===== config.mk =====
export PLATFORM = sky130hd
export DESIGN_NAME = drum_seq_control
export DESIGN_NICKNAME = d
export VERILOG_FILES = /design/src/rtl/drum_pkg.sv /design/src/rtl/beat_tick_gen.sv /design/src/rtl/drum_seq_control.sv
export SDC_FILE = /design/constraint.sdc
export NUM_CORES = 1
export LEC_CHECK = 0
export ABC_CLOCK_PERIOD_IN_PS = 18200
export CORE_AREA = 2 2 116 118
export DETAILED_ROUTE_END_ITERATION = 10
export DIE_AREA = 0 0 118 120
export GPL_ROUTABILITY_DRIVEN = 0
export HOLD_SLACK_MARGIN = 0.12
export SYNTH_ARGS = -nofsm -noshare
export SYNTH_HDL_FRONTEND = slang
export SYNTH_SLANG_ARGS = --single-unit

===== constraint.sdc =====
create_clock -name clk -period 18.2 [get_ports clk]
set_input_delay 2.73 -clock clk [delete_from_list [all_inputs] [get_ports clk]]
set_output_delay 2.73 -clock clk [all_outputs]
set_load 0.005 [all_outputs]

===== src/rtl/drum_pkg.sv =====
// Shared definitions for the drum-pattern sequencing controller:
// FSM state encoding (also shown on the debug LEDs) and the step-index width.
package drum_pkg;

   localparam int TIMING_W      = 4;
   localparam int STEPS_DEFAULT = 8;

   localparam logic [2:0] S_INS1  = 3'd0;
   localparam logic [2:0] S_INS2  = 3'd1;
   localparam logic [2:0] S_INS3  = 3'd2;
   localparam logic [2:0] S_INS4  = 3'd3;
   localparam logic [2:0] S_BPM   = 3'd4;
   localparam logic [2:0] S_PLAY  = 3'd5;
   localparam logic [2:0] S_PAUSE = 3'd6;

endpackage


===== src/rtl/beat_tick_gen.sv =====
// Step-rate divider: while enabled, emits a one-cycle tick every
// (256 - bpm) * TICK_BASE clock cycles. The count is held while disabled.
module beat_tick_gen
   import drum_pkg::*;
#(
   parameter int TICK_BASE = 50000
) (
   input  logic       clk,
   input  logic       reset,
   input  logic       enable,
   input  logic       clear,
   input  logic [7:0] bpm,
   output logic       tick
);

   // One extra bit so that a full 256 * TICK_BASE period never wraps.
   localparam int               CNT_W = 8 + $clog2(TICK_BASE) + 1;
   localparam logic [CNT_W-1:0] BASE  = CNT_W'(TICK_BASE);

   logic [CNT_W-1:0] units;
   logic [CNT_W-1:0] period_m1;
   logic [CNT_W-1:0] count_q;
   logic [CNT_W-1:0] count_d;

   // The period depends only on bpm, so it changes only when bpm does.
   always_comb begin
      units     = CNT_W'(9'd256 - {1'b0, bpm});
      period_m1 = (units * BASE) - CNT_W'(1);
   end

   assign tick = enable & (count_q == period_m1);

   always_comb begin
      count_d = count_q;
      if (clear) begin
         count_d = '0;
      end else if (enable) begin
         count_d = tick ? '0 : count_q + CNT_W'(1);
      end
   end

   always_ff @(posedge clk or posedge reset) begin
      if (reset) begin
         count_q <= '0;
      end else begin
         count_q <= count_d;
      end
   end

endmodule


===== src/rtl/drum_seq_control.sv =====
// Sequencing controller for the four-instrument drum datapath: walks the user
// through loading four patterns and the BPM, then runs and pauses playback.
module drum_seq_control
   import drum_pkg::*;
#(
   parameter int STEPS     = STEPS_DEFAULT,
   parameter int TICK_BASE = 50000
) (
   input  logic                clk,
   input  logic                reset,
   input  logic                go,
   input  logic                stop,
   input  logic [7:0]          sel,
   output logic                ld_ins1,
   output logic                ld_ins2,
   output logic                ld_ins3,
   output logic                ld_ins4,
   output logic                ld_bpm,
   output logic                play,
   output logic [TIMING_W-1:0] timing,
   output logic [7:0]          bpm,
   output logic [2:0]          state_dbg
);

   logic                go_q;
   logic                stop_q;
   logic                go_e;
   logic                stop_e;
   logic                adv;
   logic                load_bpm;
   logic                tick;
   logic [2:0]          state_q;
   logic [2:0]          state_d;
   logic [4:0]          ld_q;
   logic [4:0]          ld_d;
   logic                play_q;
   logic                play_d;
   logic [TIMING_W-1:0] timing_q;
   logic [TIMING_W-1:0] timing_d;
   logic [7:0]          bpm_q;
   logic [7:0]          bpm_d;

   // A held key yields a single event; stop overrides a coincident go.
   assign go_e     = go & ~go_q;
   assign stop_e   = stop & ~stop_q;
   assign adv      = go_e & ~stop_e;
   assign load_bpm = adv & (state_q == S_BPM);

   beat_tick_gen #(
      .TICK_BASE (TICK_BASE)
   ) u_tick (
      .clk    (clk),
      .reset  (reset),
      .enable (play_q),
      .clear  (stop_e | load_bpm),
      .bpm    (bpm_q),
      .tick   (tick)
   );

   always_ff @(posedge clk or posedge reset) begin
      if (reset) begin
         state_q <= S_INS1;
         go_q    <= 1'b0;
         stop_q  <= 1'b0;
      end else begin
         state_q <= state_d;
         go_q    <= go;
         stop_q  <= stop;
      end
   end

   always_comb begin
      state_d = (state_q > S_PAUSE) ? S_INS1 : state_q;
      if (stop_e) begin
         state_d = S_INS1;
      end else if (go_e) begin
         case (state_q)
            S_INS1:  state_d = S_INS2;
            S_INS2:  state_d = S_INS3;
            S_INS3:  state_d = S_INS4;
            S_INS4:  state_d = S_BPM;
            S_BPM:   state_d = S_PLAY;
            S_PLAY:  state_d = S_PAUSE;
            S_PAUSE: state_d = S_PLAY;
            default: state_d = S_INS1;
         endcase
      end
   end

   always_comb begin
      ld_d = '0;
      if (adv) begin
         case (state_q)
            S_INS1:  ld_d = 5'b00001;
            S_INS2:  ld_d = 5'b00010;
            S_INS3:  ld_d = 5'b00100;
            S_INS4:  ld_d = 5'b01000;
            S_BPM:   ld_d = 5'b10000;
            default: ld_d = '0;
         endcase
      end
      bpm_d  = load_bpm ? sel : bpm_q;
      play_d = (state_d == S_PLAY);
      // A tick coinciding with a pause still advances the step before it is held.
      timing_d = timing_q;
      if (stop_e) begin
         timing_d = '0;
      end else if (load_bpm) begin
         timing_d = TIMING_W'(1);
      end else if (tick) begin
         timing_d = (timing_q == TIMING_W'(STEPS)) ? TIMING_W'(1) : timing_q + TIMING_W'(1);
      end
   end

   always_ff @(posedge clk or posedge reset) begin
      if (reset) begin
         ld_q     <= '0;
         play_q   <= 1'b0;
         timing_q <= '0;
         bpm_q    <= '0;
      end else begin
         ld_q     <= ld_d;
         play_q   <= play_d;
         timing_q <= timing_d;
         bpm_q    <= bpm_d;
      end
   end

   assign ld_ins1   = ld_q[0];
   assign ld_ins2   = ld_q[1];
   assign ld_ins3   = ld_q[2];
   assign ld_ins4   = ld_q[3];
   assign ld_bpm    = ld_q[4];
   assign play      = play_q;
   assign timing    = timing_q;
   assign bpm       = bpm_q;
   assign state_dbg = state_q;

endmodule


Word-level counts from Yosys, hierarchy flattened
Cells that the tools add are included.
- register bits after elaboration: 48
- bitwise gates (word level): 9
- order comparisons: 1
- equality and inequality tests: 9
- add/sub/neg operators: 4
- reductions and logical operators: 4
- mux-type cells: 13
- multipliers: 1
- operators by type and width (cell ; number):
    $mux 25 ; 3
    $add 25x1->25 const B ; 1
    $eq 25x25->1 ; 1
    $mul 25x12->21 const B ; 1
    $pmux 5 s5 ; 1
    $sub 25x1->25 const B ; 1
    $pmux 3 s6 ; 1
    $mux 4 ; 4
    $eq 3x3->1 const B ; 4
    $sub 9x8->10 const A ; 1
    $mux 3 ; 3
    $eq 3x2->1 const B ; 2
    $and 1x1->1 ; 5
    $mux 5 ; 1
    $add 4x1->4 const B ; 1
    $eq 4x4->1 const B ; 1
    $eq 3x1->1 const B ; 1
    $gt 3x3->1 const B ; 1
    $logic_not 3->1 ; 1
    $not 1->1 ; 3
    $reduce_bool 3->1 ; 1
    $reduce_bool 2->1 ; 1
    $reduce_or 2->1 ; 1
    $or 1x1->1 ; 1

Longest topological paths before layout
Gate-level depths: netlist (run 1).
- depth in word-level cells: 8
- mapped depth: 28

Modules after synthesis
A second synthesis (run 1) with hierarchy kept.
- cells, all modules: 643
- area, all modules: 5627.9 µm²
- modules (own cells, without submodules) (module ; cells each ; area an instance (µm²) ; sequential area each (µm²) ; instances):
    beat_tick_gen ; 557 ; 4608.2 ; 625.6 ; 1
    drum_seq_control ; 86 ; 1019.7 ; 575.6 ; 1

Worst setup path after synthesis (run 1)
No wires, ideal clock.
- path type: register to register
- start point: register bpm_q[0] (netlist: bpm[0])
- end point: register u_tick.count_q[12]
- stages on the path, launching flop included: 28
- clock period less this slack: 6499 ps
- library setup time: 145 ps
- path slack: 11701 ps
- arrival time: 6354 ps
- path through: dfrtp_1 clkbuf_1 inv_1 ha_1 nand2_1 nor2_1 xnor2_1 ha_1 ha_1 inv_1 fa_1 xor2_1 fa_1 inv_1 ha_1 buf_6 a21o_1 a31o_4 or3_4 a2111oi_4 a31oi_1 o22a_1 nor4_1 o2111a_1 and3_1 buf_6 buf_8 nor3_2
- cells in the longest elaborated chain, start to end: 8
- ends and longest elaborated chain (what ; RTL line ; source):
    start, declared ; drum_seq_control.sv:40 ; logic [7:0] bpm_q;
    start signal, assigned ; drum_seq_control.sv:125 ; bpm_q <= bpm_d;
    $sub 9x8->10 ; beat_tick_gen.sv:27 ; units = CNT_W'(9'd256 - {1'b0, bpm});
    $mul 25x12->21 ; beat_tick_gen.sv:28 ; period_m1 = (units * BASE) - CNT_W'(1);
    $sub 25x1->25 ; beat_tick_gen.sv:28 ;
    $eq 25x25->1 ; beat_tick_gen.sv:31 ; assign tick = enable & (count_q == period_m1);
    $and 1x1->1 ; beat_tick_gen.sv:31 ;
    $mux 25 ; beat_tick_gen.sv:38 ; count_d = tick ? '0 : count_q + CNT_W'(1);
    $mux 25 ; beat_tick_gen.sv:37 ; end else if (enable) begin
    $mux 25 ; beat_tick_gen.sv:35 ; if (clear) begin
    end signal, assigned ; beat_tick_gen.sv:46 ; count_q <= count_d;
    end, declared ; beat_tick_gen.sv:22 ; logic [CNT_W-1:0] count_q;
No other way between the ends. The select of a mux whose other input is x is not followed.
A chain may end at the register's enable or synchronous reset.

Worst setup path after layout (run 1)
- start point: register bpm_q[0] (netlist: bpm[0])
- end point: register timing_q[0] (netlist: timing[0])
- cells in the longest elaborated chain, start to end: 6
- ends and longest elaborated chain (what ; RTL line ; source):
    $sub 9x8->10 ; beat_tick_gen.sv:27 ;
    $mul 25x12->21 ; beat_tick_gen.sv:28 ;
    $sub 25x1->25 ; beat_tick_gen.sv:28 ;
    $eq 25x25->1 ; beat_tick_gen.sv:31 ;
    $and 1x1->1 ; beat_tick_gen.sv:31 ;
    $reduce_bool 3->1 (no line) ; -- ;
    end signal, assigned ; drum_seq_control.sv:124 ; timing_q <= timing_d;
    end, declared ; drum_seq_control.sv:38 ; logic [TIMING_W-1:0] timing_q;
No other way between the ends.

==> run metrics, run 1 <==
outcome complete, no violations; ANT cells 0; crit-path max FO 12; Period minus WS final between 7 and 8 ns; CP required 18.35 ns; H-Tree Depth 2; CP Launch Type flip-flop; clock sinks 48; Mean Syn Cell Area approximately 8.8 um2; Pre-antenna DRT Iters 5; Worst Hold Endpoint state_dbg[2]; Synth Area in Simple Gates 0.227; core area around 13,000 um2; Synth Flop Type dfrtp_1; post-synthesis mux area share 0.00524; most common cell after layout, fill and taps aside ha_1; CP Capture Type flip-flop; cell taking the most area after synthesis dfrtp_1; final WL ~13,000 um; CTS Root Cell clkbuf_16; GRT Overall Usage 0.188; post-CTS setup buffers 0; TNS Setup 0 ns; Max Root-Sink Buffers 2; Post-synth ARST share 1.00; top cell type's share of synthesized area 0.210; f_max approximately 130 MHz; WL/cell around 15 um; hold depth 2; Worst-Margin Slew 1.01 ns; # IOs 33; DR DRC count 0; number of global-route vias before repair 4,485; Starting Density 0.441; crit share post-route 0.411; xor/xnor share of the synthesized area 0.123; count of cell types in the netlist 76; number of warnings issued by yosys 0; WP data arrival between 7 and 8 ns; mapped cell area approximately 5700 um2; hold path startpoint stop_q; worst r2r path cells 22; Hold Buf Count CTS 0; worst skew pair latency slightly below 0.3 ns; IO Port Bufs 32; die height around 120 um; Hold Path Class reg2reg; Area contributors post-synth dfrtp_1 21%, ha_1 16%, fa_1 5.6%; Slew HR 0.325; vias per cell about 5.6; Synth Area in Adders 0.213; Cells after Synth between 600 and 700; Final Hold Fails 0; Die X around 120 um; largest family of logic cells by synthesized area simple AND/OR/NAND/NOR gates; clock tree from TritonCTS done; largest net degree at the start of global routing slightly below 50; row cnt 42; CTS resizes 0; RSZ-0062 raised after global routing no; final setup fails 0; area grow syn2layout 9.76%; number of synthesized register bits 48; share of layout cells above drive strength 1 0.0705; routed vias around 4,700; FF-to-FF Start bpm[0]; reg2reg end timing[0]; Clock transition at path regs roughly 0.060 ns; first-pass GRT wire length 22,000 um; Post-DP HPWL between 10,000 and 15,000 um; Setup CP Type reg2reg; CTS buffer count 5; most frequent cells in the layout 72 x ha_1, 69 x inv_1, 50 x nand2_1; initial antenna violation count 0; Post-synth EDFFs 0; Synth Area in Compound Gates 0.152; max cap viols 0; die footprint roughly 14,000 um2; syn_nets 750; post-synthesis sequential area ratio 0.210; DR iter-0 viols 271; fin nets approximately 770; GRT Residual Overflow 0; Routed Antenna Nets 0; Fin Clk Skew about 0.0043 ns; Pins Over Slew Limit 0; reg2reg setup slack between 10 and 15 ns
==> worst max-delay path, cell delays in order, from the launching register on <==
cell and delay, ns:
dfrtp_1 0.63, inv_1 0.17, ha_1 0.30, nand2_1 0.13, nor4_1 0.07, xnor2_1 0.41, ha_1 0.32, ha_1 0.32
ha_1 0.31, fa_1 0.55, inv_1 0.06, fa_1 0.54, inv_1 0.04, ha_1 0.23, a21oi_1 0.33, o21ai_0 0.30
a221o_1 0.36, a211oi_1 0.79, nor3_1 0.25, xnor2_1 0.32, o2111ai_1 0.37, o41ai_1 0.44, o21ai_1 0.10
==> cells in the mapped netlist, drive strengths merged, types with 3 or more instances <==
library cell,count
and3,12
clkbuf,16
o31ai,4
nand4,14
o41ai,3
and2,8
a211oi,4
mux2i,3
or2,3
ha,72
or3,3
nor4,4
dfrtp,48
o2111ai,7
o2111a,4
fa,16
o21a,4
nor3b,12
nor2b,5
buf,8
inv,71
nor3,38
nand2b,9
o211ai,7
o21ai,17
nand3,23
a31oi,7
a21oi,27
xor2,34
a2111oi,4
a21o,7
nand4b,3
a211o,3
xnor2,37
nand2,50
o311ai,4
nor2,29
==> routing by layer <==
| metal | vias up | routed length [um] | part of all wire | track usage |
|---|---|---|---|---|
| met3 | 17 | 387 | 0.030 | 0.0242 |
| li1 | 2339 | - | - | - |
| met5 | - | 0 | 0 | 0 |
| met4 | 0 | 191 | 0.015 | 0.0452 |
| met1 | 2247 | 6310 | 0.49 | 0.269 |
| met2 | 83 | 6060 | 0.47 | 0.302 |
==> flip-flops by register name (all words and copies together), names as in the netlist <==
| register | flops |
|---|---|
| u_tick.count_q | 25 |
| bpm | 8 |
| ld_q | 5 |
| timing | 4 |
| state_dbg | 3 |
| go_q | 1 |
| play | 1 |
| stop_q | 1 |
==> through the flow <==
stage	cell area [um2]	utilization	hold WS (ns)	instances	worst slack, ns
6_report	6290	0.485	0.564	843	10.71
5_1_grt	6290	0.485	0.615	843	10.13
4_1_cts	6290	0.485	0.573	843	10.79
3_5_place_dp	6150	0.474	0.560	836	10.79
3_3_place_gp	6150	0.474	0.552	836	10.98
2_1_floorplan	5730	-	0.511	650	11.70
==> logic make-up after synthesis <==
logic type               Yosys count
AO/OA/AOI/OAI                    119
XOR/XNOR                          74
adder cells (fa/ha/maj)           88
buffers and inverters             95
flip-flops                        48
multiplexers                       3
AND/OR/NAND/NOR                  223
==> how the worst max path moves through the flow <==
stage / from / end / slack, ns
global route: bpm[0] / u_tick.count_q[0] / 10.13
floorplan: bpm[0] / u_tick.count_q[12] / 11.70
finish: bpm[0] / timing[0] / 10.71
global placement: bpm[0] / u_tick.count_q[22] / 10.98
CTS: bpm[0] / timing[0] / 10.79
detailed placement: bpm[0] / timing[0] / 10.79
==> final cells by class <==
cell class / count / area (um2)
clock buffers: 5 / 125
clock inverters: 2 / 12.5
fillers: 1246 / 6690
inverters: 71 / 267
multi-input cells: 507 / 4130
flip-flops and latches: 48 / 1200
well taps: 176 / 220
repair buffers: 34 / 335
Power of run 1 is left out: the tool's default activity adds up to more than one toggle a clock period on the data nets, which glitch-free logic cannot reach.
==> inputs of run 2 (changes only) <==
--- a/config.mk
+++ b/config.mk
@@ -5,7 +5,7 @@
 export SDC_FILE = /design/constraint.sdc
 export NUM_CORES = 1
 export LEC_CHECK = 0
-export ABC_CLOCK_PERIOD_IN_PS = 18200
+export ABC_CLOCK_PERIOD_IN_PS = 6200
 export CORE_AREA = 2 2 116 118
 export DETAILED_ROUTE_END_ITERATION = 10
 export DIE_AREA = 0 0 118 120
==> constraint.sdc (replaced) <==
create_clock -name clk -period 6.2 [get_ports clk]
set_input_delay 0.93 -clock clk [delete_from_list [all_inputs] [get_ports clk]]
set_output_delay 0.93 -clock clk [all_outputs]
set_load 0.005 [all_outputs]
==> run 2 against run 1 <==
Effect of this change: worst setup slack lost 11 ns; utilization grew 8.8 points; non-clock buffer count grew 70; cell area grew 18%; via count grew 6.3%; register-to-register slack lost 11 ns; critical endpoint is now u_tick.count_q[11]; flip-flop and latch count is the same; maximum frequency grew 24%; sequential share of layout area shrank 2.9 points; hold slack lost 0.0070 ns; critical path depth grew 4; final cell count grew 8.4%.
==> run metrics, run 2 (synthesis gave the netlist of run 1 again) <==
share of layout cells above drive strength 1 0.259; DR DRC count 0; row cnt 42; clock tree from TritonCTS done; Pre-antenna DRT Iters 4; Period minus WS final roughly 6.0 ns; die footprint approximately 14,000 um2; largest net degree at the start of global routing 49; IO Port Bufs 32; Slew HR 0.336; Max Root-Sink Buffers 2; initial antenna violation count 0; fin nets 837; crit share post-route 0.974; CP Capture Type flip-flop; Die X about 120 um; met1 track demand over resource 0.266; Worst-Margin Slew between 0.9 and 1 ns; clock sinks 48; Fin Clk Skew roughly 0.0032 ns; Post-DP HPWL about 11,000 um; GRT Residual Overflow 0; number of flip-flops in the largest register 25; H-Tree Depth 2; Clock transition at path regs ~0.070 ns; CP peak stage delay 0.51 ns; core area roughly 13,000 um2; ANT cells 0; Hold Buf Count CTS 0; Hold Path Class reg2reg; f_max ~170 MHz; CP required 6.42 ns; final std cells w/o fill 914; routed vias about 5,000; number of global-route vias before repair roughly 4,800; max cap viols 0; Routed Antenna Nets 0; die height approximately 120 um; outcome complete, no violations; M2 GR Usage 0.326; WL/cell 15.6 um; CTS buffer count 5; busiest grt layer met2; area grow syn2layout 29.7%; vias per cell 5.45; final WL 14,300 um; most frequent cells in the layout 68 x buf_4, 63 x inv_1, 58 x ha_1; CTS Root Cell clkbuf_16; crit-path max FO 7; GRT Overall Usage 0.194; met3 Use GR 0.0276; most frequent cell on the critical path inv_2; DR iter-0 viols between 200 and 300; final setup fails 0; Setup CP Type reg2reg; worst skew pair latency about 0.30 ns; first-pass GRT wire length 22,700 um; Biggest register u_tick.count_q; WP data arrival ~6.3 ns; Starting Density 0.441; CP Launch Type flip-flop; # IOs 33; Final Hold Fails 0; TNS Setup 0 ns; slowest stage cell, crit path fa_1; most common cell after layout, fill and taps aside buf_4; placed insts 889; Pins Over Slew Limit 0
==> run 2: cell types whose count changed in the layout (fill, tap and decap cells not counted), moves of 3 or more <==
cell	delta
nor3_2	+3
xnor2_1	-9
inv_2	+6
nor4_1	-3
nor2_1	-3
xnor2_2	+7
nor3_1	-4
inv_1	-6
ha_2	+3
buf_4	+66
o311ai_0	-3
ha_1	-14
ha_4	+11
==> run 2: critical path, delay by kind of cell, from the launching register on <==
kind | cells | cell delay (ns)
compound gates | 7 | 1.60
xor+xnor | 1 | 0.16
fa+ha+maj | 6 | 1.90
buf+inv | 7 | 0.64
flops | 1 | 0.41
simple gates | 5 | 1.23
==> run 2: per-layer routing <==
layer,vias up,share of wire
li1,2482,-
met4,0,0.010
met2,69,0.49
met5,-,0
met1,2421,0.47
met3,11,0.030
==> run 2: stage by stage <==
| step | utilization | cell area (um2) | hold WS, ns | setup WS, ns |
|---|---|---|---|---|
| after global placement | 0.511 | 6640 | 0.542 | 0.0365 |
| after detailed placement | 0.511 | 6640 | 0.548 | -0.121 |
| after CTS | 0.532 | 6910 | 0.564 | -0.00695 |
| after floorplan | - | 5830 | 0.511 | 0.0129 |
| after global routing | 0.572 | 7430 | 0.580 | -0.0684 |
| final | 0.572 | 7430 | 0.557 | 0.162 |
==> run 2: path summary, 6_finish.rpt <==
| kind | cells after the start | to | from | slack, ns |
|---|---|---|---|---|
| worst min register to register | 2 | state_dbg[2] | stop_q | 0.56 |
| max in group asynchronous | 2 | u_tick.count_q[23] | reset | 4.40 |
| worst max register to register | 26 | u_tick.count_q[11] | bpm[0] | 0.16 |
| worst max-delay path | 26 | u_tick.count_q[11] | bpm[0] | 0.16 |
| worst min-delay path | 2 | state_dbg[2] | stop_q | 0.56 |
| min in group asynchronous | 2 | ld_q[4] | reset | 1.18 |
==> run 2: area by class of cell <==
| cell class | count | area (um2) |
|---|---|---|
| fillers | 1147 | 5550 |
| multi-input cells | 507 | 4670 |
| flip-flops and latches | 48 | 1200 |
| repair buffers | 104 | 898 |
| inverters | 71 | 267 |
| well taps | 176 | 220 |
| clock buffers | 5 | 125 |
| clock inverters | 3 | 47.5 |
==> run 2: repair_timing <==
action                     4_1_cts  5_1_grt
pin swaps                        8       43
resized for setup               21       65
setup endpoints to repair       29       29
setup buffers                    0       16
gates cloned                     0        1
Power of run 2 is left out for the same reason.
